[src/rtl/opti_out_sink.sv]
// rtl/opti_out_sink.sv - FWFT sample FIFO behind a no-backpressure strobe source, with pacing monitors
module opti_out_sink #(
    parameter int DW      = 24,
    parameter int DEPTH   = 16,
    parameter int MIN_GAP = 10,
    parameter int CW      = 32
) (
    input  logic                     clk,
    input  logic                     rst,
    input  logic [DW-1:0]            s_data,
    input  logic                     s_valid,
    output logic [DW-1:0]            m_data,
    output logic                     m_valid,
    input  logic                     m_ready,
    output logic [$clog2(DEPTH):0]   level,
    output logic [CW-1:0]            sample_cnt,
    output logic [CW-1:0]            drop_cnt,
    output logic                     overflow,
    output logic                     gap_err,
    output logic [15:0]              last_gap,
    input  logic                     clr_flags
);
    localparam int AW = $clog2(DEPTH);
    localparam logic [AW:0] FULL_LVL = DEPTH[AW:0];

    logic [DW-1:0] mem [DEPTH];
    logic [AW:0]   wr_ptr, rd_ptr;
    logic [15:0]   gc;
    logic          seen_first;
    logic          full, pop, push, drop, gap_short;

    assign level     = wr_ptr - rd_ptr;
    assign m_valid   = (wr_ptr != rd_ptr);
    assign full      = (level == FULL_LVL);
    assign pop       = m_valid && m_ready;
    assign push      = s_valid && (!full || pop);
    assign drop      = s_valid && full && !pop;
    assign gap_short = (gc < 16'(MIN_GAP));

    // Gate the head word so nothing left in the array is visible while empty
    assign m_data = m_valid ? mem[rd_ptr[AW-1:0]] : '0;

    always_ff @(posedge clk) begin
        if (push) begin
            mem[wr_ptr[AW-1:0]] <= s_data;
        end
    end

    always_ff @(posedge clk or posedge rst) begin
        if (rst) begin
            wr_ptr <= '0;
            rd_ptr <= '0;
        end else begin
            if (push) wr_ptr <= wr_ptr + 1'b1;
            if (pop)  rd_ptr <= rd_ptr + 1'b1;
        end
    end

    // Counters and sticky flags: a same-cycle event takes priority over the clear
    always_ff @(posedge clk or posedge rst) begin
        if (rst) begin
            sample_cnt <= '0;
            drop_cnt   <= '0;
            overflow   <= 1'b0;
            gap_err    <= 1'b0;
        end else begin
            if (push)           sample_cnt <= (clr_flags ? '0 : sample_cnt) + 1'b1;
            else if (clr_flags) sample_cnt <= '0;

            if (drop)           drop_cnt <= (clr_flags ? '0 : drop_cnt) + 1'b1;
            else if (clr_flags) drop_cnt <= '0;

            if (drop)           overflow <= 1'b1;
            else if (clr_flags) overflow <= 1'b0;

            if (s_valid && seen_first && gap_short) gap_err <= 1'b1;
            else if (clr_flags)                     gap_err <= 1'b0;
        end
    end

    always_ff @(posedge clk or posedge rst) begin
        if (rst) begin
            gc         <= '0;
            seen_first <= 1'b0;
            last_gap   <= '0;
        end else begin
            if (s_valid) begin
                gc         <= 16'd1;
                seen_first <= 1'b1;
                if (seen_first) last_gap <= gc;
            end else if (gc != 16'hFFFF) begin
                gc <= gc + 16'd1;
            end
        end
    end
endmodule

[config.mk]
export PLATFORM = sky130hd
export DESIGN_NAME = opti_out_sink
export DESIGN_NICKNAME = d
export VERILOG_FILES = /design/src/rtl/opti_out_sink.sv
export SDC_FILE = /design/constraint.sdc
export NUM_CORES = 1
export LEC_CHECK = 0
export ABC_CLOCK_PERIOD_IN_PS = 12760
export CAP_MARGIN = 40
export CORE_MARGIN = 10
export CORE_UTILIZATION = 55
export DETAILED_ROUTE_END_ITERATION = 6
export PLACE_DENSITY_LB_ADDON = 0.15
export SETUP_SLACK_MARGIN = 0.05
export SYNTH_ARGS = -nofsm -noshare
export SYNTH_HDL_FRONTEND = slang
export SYNTH_SLANG_ARGS = --single-unit
[constraint.sdc]
create_clock -name clk -period 12.76 [get_ports clk]
set_input_delay 2.552 -clock clk [delete_from_list [all_inputs] [get_ports clk]]
set_output_delay 2.552 -clock clk [all_outputs]
set_load 0.01 [all_outputs]
==> results of run 1 <==
-- synthesized netlist by cell type, types with 11 or more instances --
cell type | count | area (sq um)
clkbuf_1 | 43 | 161
dfrtp_1 | 109 | 2730
or4_1 | 18 | 135
ha_1 | 12 | 150
mux2_2 | 36 | 405
edfxtp_1 | 384 | 11500
nand2_1 | 46 | 173
nand4_1 | 22 | 138
and4_1 | 11 | 96.3
nand3_1 | 38 | 190
mux4_2 | 120 | 2700
a2111oi_2 | 11 | 165
buf_2 | 16 | 80.1
nor2b_1 | 54 | 338
nor2_1 | 42 | 158
and3_1 | 21 | 131
nor4_1 | 12 | 75.1
a21oi_1 | 31 | 155
inv_1 | 16 | 60.1
o31ai_1 | 17 | 128
xnor2_1 | 28 | 245
-- power by group through the flow --
stage / Clock (uW) / Combinational, uW / Sequential (uW)
6_report: 1470 / 1740 / 1980
5_1_grt: 1580 / 1870 / 2000
4_1_cts: 1510 / 1780 / 1980
3_5_place_dp: 0 / 1770 / 2010
3_3_place_gp: 0 / 1680 / 2040
2_1_floorplan: 0 / 1150 / 1960
-- stage by stage --
| step | instances | cell area, sq um | setup slack, ns | hold slack (ns) | total power, uW |
|---|---|---|---|---|---|
| 2_1_floorplan | 1197 | 20800 | 7.33 | 0.461 | 3110 |
| 3_3_place_gp | 1807 | 22800 | 6.31 | 0.467 | 3730 |
| 3_5_place_dp | 1814 | 22900 | 6.75 | 0.475 | 3790 |
| 4_1_cts | 1907 | 24600 | 6.49 | 0.491 | 5270 |
| 5_1_grt | 1907 | 24600 | 6.40 | 0.519 | 5450 |
| 6_report | 1907 | 24600 | 6.58 | 0.480 | 5200 |
-- layout make-up --
type,count,area [sq um],share of cell area (%)
Sequential cell,493,14300,58.0
Multi-Input combinational cell,616,6210,25.3
Timing Repair Buffer,175,1740,7.09
Clock buffer,59,1310,5.31
Tap cell,511,639,2.60
Clock inverter,34,357,1.45
Inverter,19,73.8,0.300
-- layer usage --
layer | global-route usage (%) | wire (um) | up-vias
met5 | 0 | 17 | -
met4 | 5.27 | 741 | 2
met3 | 4.36 | 3190 | 53
met2 | 33.0 | 23100 | 362
met1 | 27.0 | 19200 | 5956
li1 | - | - | 5097
-- worst min-delay path, cell delays in order (launching register included) --
cell     delay, ns
dfrtp_1       0.34
nand2_1       0.05
o21ai_0       0.06
-- how the worst max path moves through the flow --
stage | from | endpoint | cells past startpoint
after global routing | rd_ptr[0] | m_data[10] | 6
final | rd_ptr[0] | m_data[10] | 6
after detailed placement | s_valid | mem[6][17] | 7
after global placement | rd_ptr[0] | m_data[10] | 5
after CTS | rd_ptr[0] | m_data[10] | 6
after floorplan | rst | drop_cnt[0] | 1
-- sequential cells by signal (all words and copies together), names as in the netlist --
register	count
wr_ptr	5
sample_cnt	32
last_gap	16
rd_ptr	5
gap_err	1
drop_cnt	32
overflow	1
mem	384
seen_first	1
gc	16
-- kinds of logic (layout without fill, tap and decap cells) --
family | count (synthesis) | in the layout | synth area share, %
AO/OA/AOI/OAI | 99 | 99 | 3.77
AND/OR/NAND/NOR | 303 | 303 | 8.17
buffers and inverters | 88 | 287 | 1.81
flip-flops | 493 | 493 | 68.5
multiplexers | 164 | 164 | 15.3
adder cells (fa/ha/maj) | 13 | 13 | 0.817
XOR/XNOR | 37 | 37 | 1.63
-- layout by cell type, fill, tap and decap left out, types with 4 or more instances in the layout --
cell,synthesis,final
a2111oi_0,7,7
a2111oi_2,11,11
a211oi_1,10,10
a21oi_1,31,30
and2_1,10,10
and3_1,21,21
and4_1,11,10
buf_4,1,30
bufinv_16,0,7
clkbuf_1,43,8
clkbuf_16,0,51
clkdlybuf4s50_1,0,139
clkinv_1,2,12
clkinv_2,0,13
dfrtp_1,109,107
edfxtp_1,384,384
ha_1,12,12
inv_1,16,15
mux2_2,36,36
mux2i_1,5,5
mux4_2,120,120
nand2_1,46,46
nand3_1,38,38
nand4_1,22,22
nor2_1,42,41
nor2b_1,54,54
nor3_1,6,6
nor4_1,12,12
o21ai_0,7,7
o31ai_1,17,17
or2_2,5,5
or3_1,4,4
or4_1,18,18
xnor2_1,28,28
xor2_1,7,7
==> flow_metrics.env, run 1 <==
export IMPL_root_buffer="clkbuf_16"
export IMPL_numPortBuffers=140
export IMPL_worst_pin_slew_ns=0.822
export IMPL_cts_buffers=50
export IMPL_diodes=0
export IMPL_dp_hpwl_mm=26.3
export IMPL_grt_pass1_wl_mm=72.3
export IMPL_rsz0062_at_grt="no"
export IMPL_filler_cell_count=2643
export IMPL_start_util_pct=55.5
export IMPL_r2r_cells=11
export IMPL_min_path_cells=2
export IMPL_finalSetupViolations=0
export IMPL_crit_type="flop to output port"
export IMPL_cp_max_fo=43
export IMPL_clkPwrFrac_pct=28.3
export IMPL_antenna_left=0
export IMPL_layout_drive_gt1_share_pct=21.2
export IMPL_period_share_pct=48.4
export IMPL_max_stage_delay_ns=0.73
export IMPL_cts_tree="done"
export IMPL_power_switching_uw=1600
export IMPL_antenna_found_initial=1
export IMPL_wire_per_inst_um=24.3
export IMPL_dieArea_sq_um=46000
export IMPL_clk_pin_slew_worst_paths_ns=0.06
export IMPL_avgViaCountPerCell=6.01
export IMPL_crit_buf_inv=3
export IMPL_post_route_util_pct=65.6
export IMPL_synth_edf_count=384
export IMPL_gp_congestion=0.756
export IMPL_status="complete, no violations"
export IMPL_areaGrowthSynthToFinish_pct=18.1
export IMPL_worstPathArrival_ns=3.63
export IMPL_hold_violations=0
export IMPL_synth_nets=1239
export IMPL_synth_seq_cells=493
export IMPL_clk_path_buf_depth=3
export IMPL_p_int_uw=3590
export IMPL_hold_buffers=0
export IMPL_yosys_warnings=0
export IMPL_drt_iter0_drc=1153
export IMPL_rows=71
export IMPL_start_kind="flop"
export IMPL_synth_cell_type_count=56
export IMPL_cp_cell_sequence="buf_4 -> buf_16 -> mux4_2 -> mux4_2 -> nor2b_1 -> clkdlybuf4s50_1"
export IMPL_clock_latency_ns=0.58
export IMPL_critPathRequiredTime_ns=10.21
export IMPL_htreeDepth=2
export IMPL_grt_pass1_vias=11900
export IMPL_numClockSinks=493
export IMPL_power_frac_comb_pct=33.5
export IMPL_cpMaxStageDelayCell="dfrtp_4"
export IMPL_core_area_sq_um=37500
export IMPL_r2r_end="mem[6][18]"
export IMPL_syn_area_sq_um=20800
export IMPL_clock_fmax_ghz=0.162
export IMPL_nets=1397
export IMPL_ys_seq_area_share_pct=68.5
export IMPL_cp_top_family="buffers and inverters"
export IMPL_slew_headroom_pct=45.2
export IMPL_wl_mm=46.3
export IMPL_reg2reg_slack_ns=8.62
export IMPL_hold_class="flop to flop"
export IMPL_vias=11500
export IMPL_p_seq_share_pct=38.1
export IMPL_die_x_um=215
export IMPL_setup_tns_ns=0
export IMPL_async_reset_ff_share_pct=22.1
export IMPL_drv_slew=0
export IMPL_crit_path_end_kind="output port"
export IMPL_cellPowerDensity_nw_per_um2=211
export IMPL_drc_errors=0
export IMPL_firstDrtPassIters=5
export IMPL_synthCells=1197
export IMPL_critical_path_most_common_cell="mux4_2"
export IMPL_peakVddDrop_mv=0.370
export IMPL_fin_crit_ns=6.18
export IMPL_skew_ns=0.0135
export IMPL_p_leak_uw=0.00834
export IMPL_worstHoldEndpoint="last_gap[15]"
export IMPL_postCtsSetupRepairBufs=0
export IMPL_grt_max_degree=83
export IMPL_worstHoldStart="last_gap[15]"
export IMPL_die_h_um=215
export IMPL_r2r_start="rd_ptr[0]"
export IMPL_postSynthAreaPerCell_sq_um=17.4
export IMPL_ios=141
export IMPL_drv_cap=0
export IMPL_synthFlopType="edfxtp_1"
export IMPL_grt_ovfl_total=0
export IMPL_cts_resized=0
export IMPL_swShare_pct=30.8
export IMPL_grt_use_total_pct=20.1
Power figures use the tool's default switching activity.
==> inputs of run 2 (changes only) <==
Settings changed: ABC_CLOCK_PERIOD_IN_PS 12760 to 5610, CORE_UTILIZATION 55 to 53.
Clock period 12.76 ns to 5.61 ns, I/O delays scaled along.
==> run 2 against run 1 <==
  * Critical path depth is 1 lower
  * Flip-flop and latch count stayed put
  * Power grew 130%
  * Cell area shrank 0.40%
  * Global-route usage decreased by 0.34 points
  * Die area grew 3.4%
  * Cell count rose by 0.42%
  * First-iteration DRC count down 17%
  * Sequential power is 130% higher
  * Critical endpoint is now m_data[9]
  * Largest power group unchanged
  * Highest routed layer unchanged
==> flow_metrics.env, run 2 (synthesis results as in run 1) <==
export IMPL_power_switching_uw=3670
export IMPL_peakVddDrop_mv=0.406
export IMPL_core_area_sq_um=38700
export IMPL_cpMaxStageDelayCell="dfrtp_4"
export IMPL_fin_crit_ns=4.72
export IMPL_die_h_um=218
export IMPL_wl_mm=46.8
export IMPL_swShare_pct=31.4
export IMPL_start_util_pct=53.8
export IMPL_skew_ns=0.0109
export IMPL_clkPwrFrac_pct=27.8
export IMPL_ios=141
export IMPL_hold_violations=0
export IMPL_cellPowerDensity_nw_per_um2=478
export IMPL_max_stage_delay_ns=0.87
export IMPL_critPathRequiredTime_ns=4.49
export IMPL_setup_tns_ns=0
export IMPL_drt_iter0_drc=959
export IMPL_grt_ovfl_total=0
export IMPL_status="complete, no violations"
export IMPL_drv_slew=0
export IMPL_hold_buffers=0
export IMPL_cp_max_fo=43
export IMPL_grt_use_total_pct=19.8
export IMPL_grt_pass1_vias=12000
export IMPL_layout_common_cells="edfxtp_1, clkdlybuf4s50_1, mux4_2, dfrtp_1, nor2b_1"
export IMPL_postCtsSetupRepairBufs=0
export IMPL_gp_congestion=0.765
export IMPL_antenna_found_initial=1
export IMPL_period_share_pct=84.2
export IMPL_numPortBuffers=140
export IMPL_drc_errors=0
export IMPL_use_met2_pct=32.1
export IMPL_cp_top_family="multiplexers"
export IMPL_start_kind="flop"
export IMPL_post_route_util_pct=63.3
export IMPL_crit_buf_inv=2
export IMPL_rsz0062_at_grt="no"
export IMPL_firstDrtPassIters=5
export IMPL_largest_register_ffs=384
export IMPL_slew_headroom_pct=43.0
export IMPL_avgViaCountPerCell=6.00
export IMPL_areaGrowthSynthToFinish_pct=17.7
export IMPL_rows=72
export IMPL_p_int_uw=8040
export IMPL_grt_max_degree=100
export IMPL_worst_pin_slew_ns=0.856
export IMPL_power_frac_comb_pct=33.9
export IMPL_finalSetupViolations=0
export IMPL_hold_class="flop to flop"
export IMPL_p_seq_share_pct=38.3
export IMPL_drv_cap=0
export IMPL_clk_pin_slew_worst_paths_ns=0.06
export IMPL_r2r_cells=10
export IMPL_root_buffer="clkbuf_16"
export IMPL_nets=1397
export IMPL_dieArea_sq_um=47600
export IMPL_htreeDepth=2
export IMPL_cts_resized=0
export IMPL_cts_buffers=51
export IMPL_busiest_layer="met2"
export IMPL_die_x_um=218
export IMPL_numClockSinks=493
export IMPL_wire_per_inst_um=24.4
export IMPL_clk_path_buf_depth=3
export IMPL_final_common_cell="edfxtp_1"
export IMPL_cp_cell_sequence="buf_12 -> mux4_2 -> mux4_2 -> nor2b_1 -> clkdlybuf4s50_1"
export IMPL_dp_hpwl_mm=26.1
export IMPL_grt_pass1_wl_mm=72.1
export IMPL_crit_path_end_kind="output port"
export IMPL_p_leak_uw=0.00830
export IMPL_clock_fmax_ghz=0.212
export IMPL_min_path_cells=2
export IMPL_grt_use_met1_pct=26.3
export IMPL_cts_tree="done"
export IMPL_critical_path_most_common_cell="mux4_2"
export IMPL_clock_latency_ns=0.60
export IMPL_worstPathArrival_ns=3.60
export IMPL_antenna_left=0
export IMPL_vias=11500
export IMPL_globalRouteMet3Util_pct=5.37
export IMPL_diodes=0
export IMPL_layout_drive_gt1_share_pct=20.8
export IMPL_crit_type="flop to output port"
export IMPL_crit_cells=5
==> run 2: cell count changes in the layout (fill, tap and decap cells not counted) <==
cell / previous run / this run
bufinv_16: 7 / 3
clkbuf_8: 0 / 4
clkinv_1: 12 / 14
clkinv_2: 13 / 10
clkbuf_1: 8 / 12
buf_16: 3 / 0
buf_12: 2 / 3
clkinv_8: 0 / 1
buf_4: 30 / 31
clkinvlp_4: 2 / 0
clkbuf_16: 51 / 52
inv_16: 1 / 0
==> run 2: stage by stage <==
stage,cells,hold slack [ns],total power (uW),area [sq um],setup slack [ns]
2_1_floorplan,1197,0.461,7080,20800,1.36
3_3_place_gp,1818,0.466,8550,22900,1.44
3_5_place_dp,1819,0.473,8600,22900,1.35
4_1_cts,1914,0.487,11900,24500,0.782
5_1_grt,1915,0.507,12300,24500,0.694
6_report,1915,0.485,11700,24500,0.888
==> run 2: path summary, 6_finish.rpt <==
path / from / end / slack, ns
worst max-delay path: rd_ptr[0] / m_data[9] / 0.89
worst min-delay path: last_gap[2] / last_gap[2] / 0.49
worst max register to register: rd_ptr[0] / mem[7][3] / 1.63
worst min register to register: last_gap[2] / last_gap[2] / 0.49
max in group asynchronous: rst / drop_cnt[11] / 3.69
min in group asynchronous: rst / last_gap[2] / 1.00
==> run 2: power by group through the flow <==
stage | registers [uW] | clock network (uW) | logic, uW
after CTS | 4500 | 3330 | 4040
after global routing | 4520 | 3480 | 4250
after global placement | 4550 | 0 | 4000
final | 4490 | 3260 | 3970
after floorplan | 4460 | 0 | 2620
after detailed placement | 4570 | 0 | 4030
==> run 2: cell type report <==
class | count | area, sq um
clock buffers | 68 | 1400
clock inverters | 27 | 210
fillers | 2805 | 14200
inverters | 19 | 73.8
multi-input cells | 616 | 6210
flip-flops and latches | 493 | 14300
well taps | 518 | 648
repair buffers | 174 | 1690
==> run 2: per-layer routing <==
metal	wire length (um)	share of wire [%]	vias up
met3	3150	6.7	68
met4	859	1.8	2
li1	-	-	5106
met2	23000	49	316
met5	13	0.028	-
met1	19800	42	5997
==> run 2: tightest hold or removal path: stages (launching register included) <==
cell,delay [ns]
dfrtp_1,0.34
nand2_1,0.04
o21ai_0,0.07
==> inputs of run 3 (changes only) <==
Settings changed: ABC_CLOCK_PERIOD_IN_PS 5610 to 4900, CORE_UTILIZATION 53 to 55.
Clock period 5.61 ns to 4.9 ns, I/O delays scaled along.
==> run 3 against run 2 <==
  * Critical path depth did not move
  * Setup slack got worse by 0.46 ns
  * Worst hold slack improved by 0.0070 ns
  * Sequential power rose by 14%
  * First-iteration DRC count fell by 4.0%
  * Die area fell by 3.3%
  * Utilization rose by 2.1 points
  * Cell count fell by 0.57%
  * Combinational power rose by 16%
  * Largest cell class unchanged
  * Largest power group unchanged
  * Highest routed layer unchanged
==> flow_metrics.env, run 3 (synthesis results as in run 1) <==
export IMPL_rsz0062_at_grt="no"
export IMPL_final_common_cell="edfxtp_1"
export IMPL_dp_slack_ns=0.996
export IMPL_setup_tns_ns=0
export IMPL_numClockSinks=493
export IMPL_start_util_pct=55.5
export IMPL_clk_path_buf_depth=3
export IMPL_worstHoldEndpoint="seen_first"
export IMPL_critPathRequiredTime_ns=3.92
export IMPL_cp_cell_sequence="buf_12 -> mux4_2 -> mux4_2 -> nor2b_1 -> clkdlybuf4s50_1"
export IMPL_finalSetupViolations=0
export IMPL_cpMaxStageDelayCell="dfrtp_4"
export IMPL_worstPathArrival_ns=3.49
export IMPL_drt_iter0_drc=921
export IMPL_drc_errors=0
export IMPL_r2r_end="mem[8][8]"
export IMPL_cp_max_fo=34
export IMPL_grt_pass1_vias=11900
export IMPL_core_area_sq_um=37500
export IMPL_critical_path_most_common_cell="mux4_2"
export IMPL_r2r_start="rd_ptr[0]"
export IMPL_slew_headroom_pct=52.7
export IMPL_die_x_um=215
export IMPL_antenna_left=0
export IMPL_min_path_cells=1
export IMPL_root_buffer="clkbuf_16"
export IMPL_reg2reg_slack_ns=1.33
export IMPL_grt_use_total_pct=20.9
export IMPL_die_h_um=215
export IMPL_crit_path_end_kind="output port"
export IMPL_areaGrowthSynthToFinish_pct=17.7
export IMPL_hold_buffers=0
export IMPL_wl_mm=47.6
export IMPL_r2r_cells=10
export IMPL_clock_fmax_ghz=0.224
export IMPL_worstHoldStart="seen_first"
export IMPL_drv_slew=0
export IMPL_place_area_sq_um=22900
export IMPL_p_leak_uw=0.00829
export IMPL_final_cells=1904
export IMPL_avgViaCountPerCell=6.09
export IMPL_cts_buffers=49
export IMPL_dp_hpwl_mm=25.9
export IMPL_fin_crit_ns=4.47
export IMPL_drv_cap=0
export IMPL_firstDrtPassIters=5
export IMPL_clk_pin_slew_worst_paths_ns=0.06
export IMPL_largest_register_ffs=384
export IMPL_cts_resized=0
export IMPL_start_kind="flop"
export IMPL_hold_class="flop to flop"
export IMPL_htreeDepth=2
export IMPL_skew_ns=0.0165
export IMPL_status="complete, no violations"
export IMPL_dp_cells=1816
export IMPL_max_stage_delay_ns=0.77
export IMPL_hold_violations=0
export IMPL_whs_ns=0.492
export IMPL_nets=1398
export IMPL_vias=11600
export IMPL_grt_pass1_wl_mm=74.2
export IMPL_wire_per_inst_um=25.0
export IMPL_cts_tree="done"
export IMPL_ios=141
export IMPL_peakVddDrop_mv=0.513
export IMPL_finalWorstSetupSlack_ns=0.430
export IMPL_diodes=0
export IMPL_clock_latency_ns=0.61
export IMPL_grt_ovfl_total=0
export IMPL_dieArea_sq_um=46000
export IMPL_rows=71
export IMPL_layout_common_cells="edfxtp_1, clkdlybuf4s50_1, mux4_2, dfrtp_1, nor2b_1"
export IMPL_final_area_sq_um=24500
export IMPL_layout_drive_gt1_share_pct=21.0
export IMPL_crit_type="flop to output port"
export IMPL_grt_max_degree=100
export IMPL_gp_congestion=0.781
export IMPL_cellPowerDensity_nw_per_um2=551
export IMPL_period_share_pct=91.2
export IMPL_worst_pin_slew_ns=0.708
export IMPL_antenna_found_initial=2
export IMPL_numPortBuffers=140
export IMPL_postCtsSetupRepairBufs=0
-- run 3: cell types whose count changed in the layout (fill, tap and decap cells not counted) --
cell and delta:
clkbuf_1 -5, buf_4 +3, clkinv_2 -4, clkinvlp_4 +6, clkbuf_8 -4, inv_16 +1, bufinv_16 +3, clkinv_1 -1
clkbuf_16 -2, inv_6 -1
-- run 3: critical path, delay by kind of cell (launching register included) --
family	cells	cell delay, ns
and+or+nand+nor	1	0.18
buffers and inverters	2	0.87
DFF	1	0.77
muxes	2	1.05
-- run 3: per-layer routing --
| metal | routed length (um) | up-vias | GRT usage, % |
|---|---|---|---|
| met5 | 30 | - | 0 |
| met4 | 866 | 4 | 5.93 |
| met3 | 3390 | 63 | 4.77 |
| met2 | 23700 | 400 | 33.5 |
| met1 | 19600 | 6030 | 28.2 |
| li1 | - | 5104 | - |
-- run 3: worst max-delay path by stage --
stage                     cells past startpoint         end  startpoint
after floorplan                              11  mem[15][0]   rd_ptr[1]
after global placement                        5  m_data[23]   rd_ptr[0]
after detailed placement                      5  m_data[23]   rd_ptr[0]
after CTS                                     5  m_data[23]   rd_ptr[0]
after global routing                          5  m_data[21]   rd_ptr[0]
final                                         5   m_data[4]   rd_ptr[0]
-- run 3: report_power, final --
part / internal, uW / switching [uW] / leakage [uW]
registers: 4930 / 195 / 0.00495
clock network: 2190 / 1590 / 0.000767
logic: 2130 / 2470 / 0.00257
total: 9240 / 4250 / 0.00829
-- run 3: final cells by class --
class / instances / area, sq um
Clock buffer: 57 / 1280
Clock inverter: 31 / 333
Fill cell: 2599 / 13000
Inverter: 19 / 73.8
Multi-Input combinational cell: 616 / 6210
Sequential cell: 493 / 14300
Tap cell: 511 / 639
Timing Repair Buffer: 177 / 1710
-- run 3: through the flow --
stage / total power [uW] / util, %
final: 13500 / 65.4
after global routing: 14100 / 65.4
after CTS: 13700 / 65.4
after detailed placement: 9850 / 61.1
after global placement: 9800 / 61.1
after floorplan: 8100 / -
